==> config.mk <==
export PLATFORM = sky130hd
export DESIGN_NAME = vldu_lane_feeder
export DESIGN_NICKNAME = d
export VERILOG_FILES = /design/src/rtl/vldu_lane_feeder.sv
export SDC_FILE = /design/constraint.sdc
export NUM_CORES = 1
export LEC_CHECK = 0
export BUFFER_PORTS_ARGS = -buffer_cell sky130_fd_sc_hd__buf_2
export CAP_MARGIN = 20
export CORE_ASPECT_RATIO = 0.5
export CORE_MARGIN = 2
export CORE_UTILIZATION = 58
export CTS_BUF_LIST = sky130_fd_sc_hd__clkbuf_4 sky130_fd_sc_hd__clkbuf_8
export DETAILED_ROUTE_END_ITERATION = 8
export GPL_TIMING_DRIVEN = 0
export PLACE_DENSITY = 0.82
export SETUP_SLACK_MARGIN = 0.05
export SYNTH_ARGS = -nofsm -noshare
export SYNTH_HDL_FRONTEND = slang
export SYNTH_SLANG_ARGS = --single-unit
==> constraint.sdc <==
create_clock -name clk_i -period 5.1 [get_ports clk_i]
set_input_delay 1.02 -clock clk_i [delete_from_list [all_inputs] [get_ports clk_i]]
set_output_delay 1.02 -clock clk_i [all_outputs]
set_load 0.02 [all_outputs]
==> src/rtl/vldu_lane_feeder.sv <==
// vldu_lane_feeder: per-lane load writeback feeder.
// Accepts one load request at a time, slices the memory response stream into
// lane writeback beats (data, byte strobe, VRF address, id) through a small
// beat buffer, and pulses done back to the instruction launcher.
module vldu_lane_feeder #(
  parameter int unsigned DataWidth = 64,
  parameter int unsigned AddrWidth = 8,
  parameter int unsigned IdWidth   = 2,
  parameter int unsigned LenWidth  = 16,
  parameter int unsigned FifoDepth = 2
) (
  input  logic                     clk_i,
  input  logic                     rst_i,
  // request from the instruction launcher
  input  logic                     req_valid_i,
  output logic                     req_ready_o,
  input  logic [AddrWidth-1:0]     req_addr_i,
  input  logic [LenWidth-1:0]      req_nbytes_i,
  input  logic [IdWidth-1:0]       req_id_i,
  // memory response beats
  input  logic                     mem_valid_i,
  output logic                     mem_ready_o,
  input  logic [DataWidth-1:0]     mem_data_i,
  // lane load writeback
  output logic                     load_op_valid_o,
  input  logic                     load_op_gnt_i,
  output logic [DataWidth-1:0]     load_op_o,
  output logic [DataWidth/8-1:0]   load_op_strb_o,
  output logic [AddrWidth-1:0]     load_op_addr_o,
  output logic [IdWidth-1:0]       load_id_o,
  // completion
  output logic                     done_o,
  output logic [IdWidth-1:0]       done_id_o
);

  localparam int unsigned StrbWidth = DataWidth / 8;
  localparam int unsigned PtrWidth  = $clog2(FifoDepth);
  localparam int unsigned CntWidth  = PtrWidth + 1;

  localparam logic [LenWidth-1:0] StrbLen = LenWidth'(StrbWidth);
  localparam logic [LenWidth-1:0] LenOne  = LenWidth'(1);
  localparam logic [CntWidth-1:0] CntOne  = CntWidth'(1);
  localparam logic [CntWidth-1:0] CntFull = CntWidth'(FifoDepth);
  localparam logic [PtrWidth-1:0] PtrOne  = PtrWidth'(1);

  typedef enum logic [1:0] {
    IDLE,
    ACTIVE,
    DONE
  } state_e;

  state_e state_q, state_d;

  // latched request
  logic [AddrWidth-1:0] base_q;
  logic [IdWidth-1:0]   id_q;
  logic [LenWidth-1:0]  nbeats_q;
  logic [LenWidth-1:0]  tail_q;

  // progress counters
  logic [LenWidth-1:0]  pushed_q;
  logic [LenWidth-1:0]  popped_q;

  // beat buffer
  logic [DataWidth-1:0] fifo_data_q [FifoDepth];
  logic [StrbWidth-1:0] fifo_strb_q [FifoDepth];
  logic [AddrWidth-1:0] fifo_addr_q [FifoDepth];
  logic [PtrWidth-1:0]  wr_ptr_q;
  logic [PtrWidth-1:0]  rd_ptr_q;
  logic [CntWidth-1:0]  count_q;

  // request decode
  logic [LenWidth-1:0]  req_quot;
  logic [LenWidth-1:0]  req_tail;
  logic [LenWidth-1:0]  req_nbeats;
  logic                 req_fire;

  // handshakes and beat attributes
  logic                 push;
  logic                 pop;
  logic                 last_push;
  logic                 last_pop;
  logic [AddrWidth-1:0] push_addr;
  logic [StrbWidth-1:0] push_strb;

  assign req_quot   = req_nbytes_i / StrbLen;
  assign req_tail   = req_nbytes_i % StrbLen;
  assign req_nbeats = req_quot + LenWidth'(req_tail != '0);
  assign req_fire   = req_valid_i && req_ready_o;

  // Memory ready only depends on registered state, so the lane grant never
  // reaches back into the memory handshake combinationally.
  assign mem_ready_o = (state_q == ACTIVE) && (pushed_q < nbeats_q) && (count_q < CntFull);

  assign push      = mem_valid_i && mem_ready_o;
  assign pop       = load_op_valid_o && load_op_gnt_i;
  assign last_push = (pushed_q == nbeats_q - LenOne);
  assign last_pop  = (popped_q == nbeats_q - LenOne);
  assign push_addr = base_q + AddrWidth'(pushed_q);

  // Only the final beat of a request with a partial word gets a short strobe.
  always_comb begin
    push_strb = '0;
    for (int i = 0; i < int'(StrbWidth); i++) begin
      push_strb[i] = !last_push || (tail_q == '0) || (LenWidth'(i) < tail_q);
    end
  end

  // Head of the buffer drives the lane; everything reads as zero when empty.
  always_comb begin
    load_op_valid_o = (count_q != '0);
    load_op_o       = '0;
    load_op_strb_o  = '0;
    load_op_addr_o  = '0;
    load_id_o       = '0;
    if (load_op_valid_o) begin
      load_op_o      = fifo_data_q[rd_ptr_q];
      load_op_strb_o = fifo_strb_q[rd_ptr_q];
      load_op_addr_o = fifo_addr_q[rd_ptr_q];
      load_id_o      = id_q;
    end
  end

  // Next-state and request/completion outputs of the control FSM.
  always_comb begin
    state_d     = state_q;
    req_ready_o = 1'b0;
    done_o      = 1'b0;
    done_id_o   = '0;
    unique case (state_q)
      IDLE: begin
        req_ready_o = 1'b1;
        if (req_valid_i) begin
          state_d = (req_nbytes_i == '0) ? DONE : ACTIVE;
        end
      end
      ACTIVE: begin
        if (pop && last_pop) begin
          state_d = DONE;
        end
      end
      DONE: begin
        done_o    = 1'b1;
        done_id_o = id_q;
        state_d   = IDLE;
      end
      default: begin
        state_d = IDLE;
      end
    endcase
  end

  // State register, request latches, counters and buffer pointers.
  always_ff @(posedge clk_i) begin
    if (rst_i) begin
      state_q  <= IDLE;
      base_q   <= '0;
      id_q     <= '0;
      nbeats_q <= '0;
      tail_q   <= '0;
      pushed_q <= '0;
      popped_q <= '0;
      wr_ptr_q <= '0;
      rd_ptr_q <= '0;
      count_q  <= '0;
    end else begin
      state_q <= state_d;
      if (req_fire) begin
        base_q   <= req_addr_i;
        id_q     <= req_id_i;
        nbeats_q <= req_nbeats;
        tail_q   <= req_tail;
        pushed_q <= '0;
        popped_q <= '0;
      end
      if (push) begin
        pushed_q <= pushed_q + LenOne;
        wr_ptr_q <= wr_ptr_q + PtrOne;
      end
      if (pop) begin
        popped_q <= popped_q + LenOne;
        rd_ptr_q <= rd_ptr_q + PtrOne;
      end
      unique case ({push, pop})
        2'b10:   count_q <= count_q + CntOne;
        2'b01:   count_q <= count_q - CntOne;
        default: count_q <= count_q;
      endcase
    end
  end

  // Buffer storage; contents are never observed while empty, so no reset.
  always_ff @(posedge clk_i) begin
    if (push) begin
      fifo_data_q[wr_ptr_q] <= mem_data_i;
      fifo_strb_q[wr_ptr_q] <= push_strb;
      fifo_addr_q[wr_ptr_q] <= push_addr;
    end
  end

endmodule

# Word-level counts from Yosys, hierarchy flattened
# Memories as Yosys holds them, arrays and structs flattened. A register that Yosys moved wholly into a read port is not among the register bits.
# Index checks and enable logic that the tools add are counted.
# totals
register_bits	67
mem_count	3
ramBits	160
elab_cells	88
output_inout_bits	88
# op_classes
n_eq_ne	8
order_cmp	10
addsub	9
n_reduce_logical	25
mux	23
# mem_list
name	depth	width	rd	rd_clocked_by_memory_dff	wr	line_no	rtl
fifo_data_q	2	64	1	1	1	65	logic [DataWidth-1:0] fifo_data_q [FifoDepth];
fifo_addr_q	2	8	1	1	1	67	logic [AddrWidth-1:0] fifo_addr_q [FifoDepth];
fifo_strb_q	2	8	1	1	1	66	logic [StrbWidth-1:0] fifo_strb_q [FifoDepth];
# op_table
cell	count
two-way mux 64 bit	1
two-way mux 16 bit	3
adder 16 x 1 -> 16 bit (second input constant)	2
== test 16 bit	2
zero test 16 bit	2
less-than comparator 16 bit	1
two-way mux 8 bit	2
nonzero test 16 bit	1
subtractor 16 x 1 -> 16 bit (second input constant)	1
adder 13 x 1 -> 14 bit	1
less-than comparator 3 bit (first input constant)	4
two-way mux 1 bit	10
two-way mux 2 bit	5
logical OR 1 bit	9
adder 8 bit	1
one-hot mux 2 bit (2 select lines)	2
nonzero test 2 bit	4
logical AND 1 bit	6
less-than comparator 1 x 3 -> 1 bit (first input constant)	2
less-than comparator 2 x 3 -> 1 bit (first input constant)	2
== test 2 x 1 -> 1 bit (second input constant)	2
== test 2 bit (second input constant)	2
adder 1 bit (second input constant)	2
adder 2 x 1 -> 2 bit (second input constant)	1
other kinds (7)	7

# Depth between registers and ports, before layout
# logic_depth
ltp_word	6
ltp_mapped	15
mapped_depth_nobuf	13

# Worst setup path after synthesis
# OpenSTA, ideal clock, no wires.
# synth_timing
kind	reg-to-reg
start	register nbeats_q[9]
end	memory fifo_addr_q[1][0] (enable)
slack_ns	0.217
stages_incl_launch_ff	12
required_ns	4.652
n_path_buf	2
setup_ns	0.448
t_arrival_ns	4.435
path_cell_list	dfxtp_1 clkbuf_1 inv_1 ha_1 a21o_1 a21o_1 a211o_1 o221ai_1 a31oi_1 inv_1 clkbuf_1 and3_1
# synth_via
elab_chain_cells	6
# synth_rtl
element	line_no	rtl
start, declared	57	logic [LenWidth-1:0] nbeats_q;
start signal, assigned	171	nbeats_q <= req_nbeats;
less-than comparator 16 bit	93	assign mem_ready_o = (state_q == ACTIVE) && (pushed_q < nbeats_q) && (count_q < CntFull);
logical AND 1 bit (2 in a row)	93	
net mem_ready_o	22	output logic mem_ready_o,
logical AND 1 bit	95	assign push = mem_valid_i && mem_ready_o;
two-way mux 1 bit	194	if (push) begin
two-way mux 1 bit (implied by the code)	197	fifo_addr_q[wr_ptr_q] <= push_addr;
end, declared	67	
# The timed path passes the listed nets, and every way through them passes these cells.

# Final worst setup path
# layout_timing
start	register nbeats_q[9]
end	output port mem_ready_o
# layout_via
elab_chain_cells	3
# layout_rtl
element	line_no
less-than comparator 16 bit	93
logical AND 1 bit (2 in a row)	93
end, declared	22
# Every way passes these cells.

==> flow_summary.ini <==
[timing]
hold_viol_final = 0
setup_viol = 0
period_minus_slack_ns = 4.58
worst_slew_pin_slew_ns = 1.18
hold_ws_ns = 0.467
finalClockSkew_ns = 0.0198
maxSlewViolCount = 0
rsz0062_at_grt = no
max_freq_mhz = 218
finalCritPeriodShare_pct = 89.9
slew_headroom_pct = 20.7

[grt]
gr-usage-all-layers_pct = 24.9
gr-total-overflow = 0
antenna_found_initial = 0
grt_pass1_wl_um = 38600
grt_pass1_vias = 7674
grt_max_degree = 70

[power]
finalPower_uw = 4880
peakVddDrop_mv = 0.227
pwr_density_cell_nw_per_um2 = 390
p_leak_uw = 0.00466

[route]
drtAntennaViolNets = 0
vias = 7913
drt_iter0_drc = 551
viasPerCell = 5.59
drt-total-wl_um = 24600
drc_errors = 0
wl_per_cell_um = 17.4
first_pass_iters = 5

[hold_path]
hold_class = reg -> reg
whs_path_depth = 2
hold_path.startpoint = base_q[2]
hold_path_end = base_q[2]

[placement]
gp_congestion = 0.889
numPortBuffers = 181
placed_cells = 1358
hpwl_um = 17500
placed_area_um2 = 11900

[logic_synthesis]
ys_warn_count = 0
syn_inst = 940
synth_cell_type_count = 68
syn_area_per_cell_um2 = 11.3
syn_area_um2 = 10700
ys_ff_latch = 226
synth-main-ff-cell = edfxtp_1
yosys.cell_count.top_type = edfxtp_1
synth-seq-area-share_pct = 57.5
ys_async_sr_fraction_pct = 0
synth_edf_count = 160
synth_common_cells = edfxtp_1, nor2_1, mux2i_1
yosysTopAreaCell = edfxtp_1
synth_top_area_share_pct = 45.1
yosys-top-cells-area = edfxtp_1, dfxtp_1, mux2i_1

[critical_path]
crit_path_cell_trace = clkbuf_1 -> inv_1 -> ha_1 -> a21o_1 -> a21o_1 -> a211o_1 -> o221ai_1 -> a31oi_1 -> inv_1 -> clkbuf_1 -> buf_2
path_class = reg -> out
critPathArrivalTime_ns = 3.56
crit_path_max_incr_delay_ns = 0.38
cp-end-kind = primary output
cp.required_ns = 4.08
crit-reg2reg-launch = nbeats_q[9]
r2r_end = fifo_data_q[1][63]
r2r_setup_slack_ns = 1.20
cp_max_fo = 10
cp-start-kind = flip-flop
crit_slowest_cell = clkbuf_1
r2r_cells = 12

[floorplan]
fp-row-count = 34
dieArea_um2 = 19500
start_util_pct = 60.2
pin_count = 183
die_x_um = 196
core_um2 = 17700
die_h_um = 99.8

[clock_tree]
path_clk_slew_ns = 0.07
clock-sinks = 226
hold_buffers = 0
cts_resized = 0
clock_path_buffers = 3
cts_buffers = 31
cts_root_buf = clkbuf_8
insertion_delay_ns = 0.58
htree_levels = 1
cts_setup_buffers = 0
cts_tree = done

[outcome]
status = completed

[final_layout]
final_area_um2 = 12500
antenna_cells = 0
syn2layout_area_growth_pct = 17.5
fin_cells = 1415
fin_util_pct = 70.7
drive_gt1_share_pct = 22.4
nNetsFinal = 1280

[flow_run]
maxCapViolations = 0
==> metrics by stage <==
step	setup WS [ns]	setup TNS, ns
6_report	0.515	0
5_1_grt	0.216	0
4_1_cts	0.541	0
3_5_place_dp	1.19	0
3_3_place_gp	-0.865	-83.87
2_1_floorplan	0.217	0
==> cells by family (layout without fill, tap and decap cells) <==
logic type / Yosys count / in the layout / synth area share, %
simple gates: 325 / 325 / 14.7
compound gates: 128 / 128 / 7.99
buf+inv: 84 / 324 / 3.12
mux: 88 / 88 / 8.29
xor+xnor: 60 / 60 / 5.00
other cells: 1 / 2 / 0.0352
flops: 226 / 226 / 57.5
fa+ha+maj: 28 / 28 / 3.36
==> layout by cell type, fill, tap and decap left out, types with 10 or more instances in the layout <==
cell type and count:
a211oi_1 15, a21oi_1 43, a31oi_1 10, and3_1 15, buf_2 189, clkbuf_1 34
clkbuf_8 31, dfxtp_1 66, edfxtp_1 160, ha_1 27, inv_1 30, mux2i_1 86
nand2_1 66, nand3_1 38, nand4_1 12, nor2_1 126, nor3_1 13, o21ai_0 20
or3_1 11, xnor2_1 39, xor2_1 20
==> metal layers <==
metal | routed length, um | vias to the layer above | GRT usage, %
met5 | 0 | - | 0
met4 | 521 | 0 | 6.35
met3 | 1530 | 39 | 4.44
met2 | 12100 | 249 | 44.3
met1 | 10500 | 3793 | 32.1
li1 | - | 3832 | -
==> sequential cells by signal, summed over array words and instances (netlist names), named ones only <==
name         cells
base_q           8
count_q          2
fifo_addr_q     16
fifo_data_q    128
fifo_strb_q     16
id_q             2
nbeats_q        14
popped_q        16
pushed_q        16
rd_ptr_q         1
state_q          2
tail_q           3
wr_ptr_q         1
==> worst max path at each step <==
stage,startpoint,end,slack (ns),depth (start not counted)
global route,nbeats_q[9],mem_ready_o,0.22,11
global placement,nbeats_q[9],fifo_data_q[1][35],-0.87,11
finish,nbeats_q[9],mem_ready_o,0.52,11
CTS,nbeats_q[9],mem_ready_o,0.54,11
floorplan,nbeats_q[9],fifo_addr_q[1][0],0.22,11
detailed placement,nbeats_q[9],mem_ready_o,1.19,11
==> layout make-up <==
| type | count | area, um2 |
|---|---|---|
| Clock buffer | 38 | 479 |
| Buffer | 52 | 213 |
| Timing Repair Buffer | 183 | 961 |
| Multi-Input combinational cell | 631 | 4210 |
| Clock inverter | 19 | 116 |
| Fill cell | 1263 | 5180 |
| Tap cell | 234 | 293 |
| Sequential cell | 226 | 6130 |
| Inverter | 32 | 123 |
==> worst max-delay path: cells and delay by family (launching register included) <==
| kind | cells | cell delay, ns |
|---|---|---|
| flops | 1 | 0.34 |
| buf+inv | 5 | 1.28 |
| compound gates | 5 | 1.02 |
| fa+ha+maj | 1 | 0.34 |
==> power breakdown <==
part           internal [uW]  total (uW)  switching (uW)
registers               2050        2090            40.2
logic                    486        1440             957
clock network            675        1350             675
total                   3210        4880            1670
No activity file was read; power rests on OpenSTA's default activity.
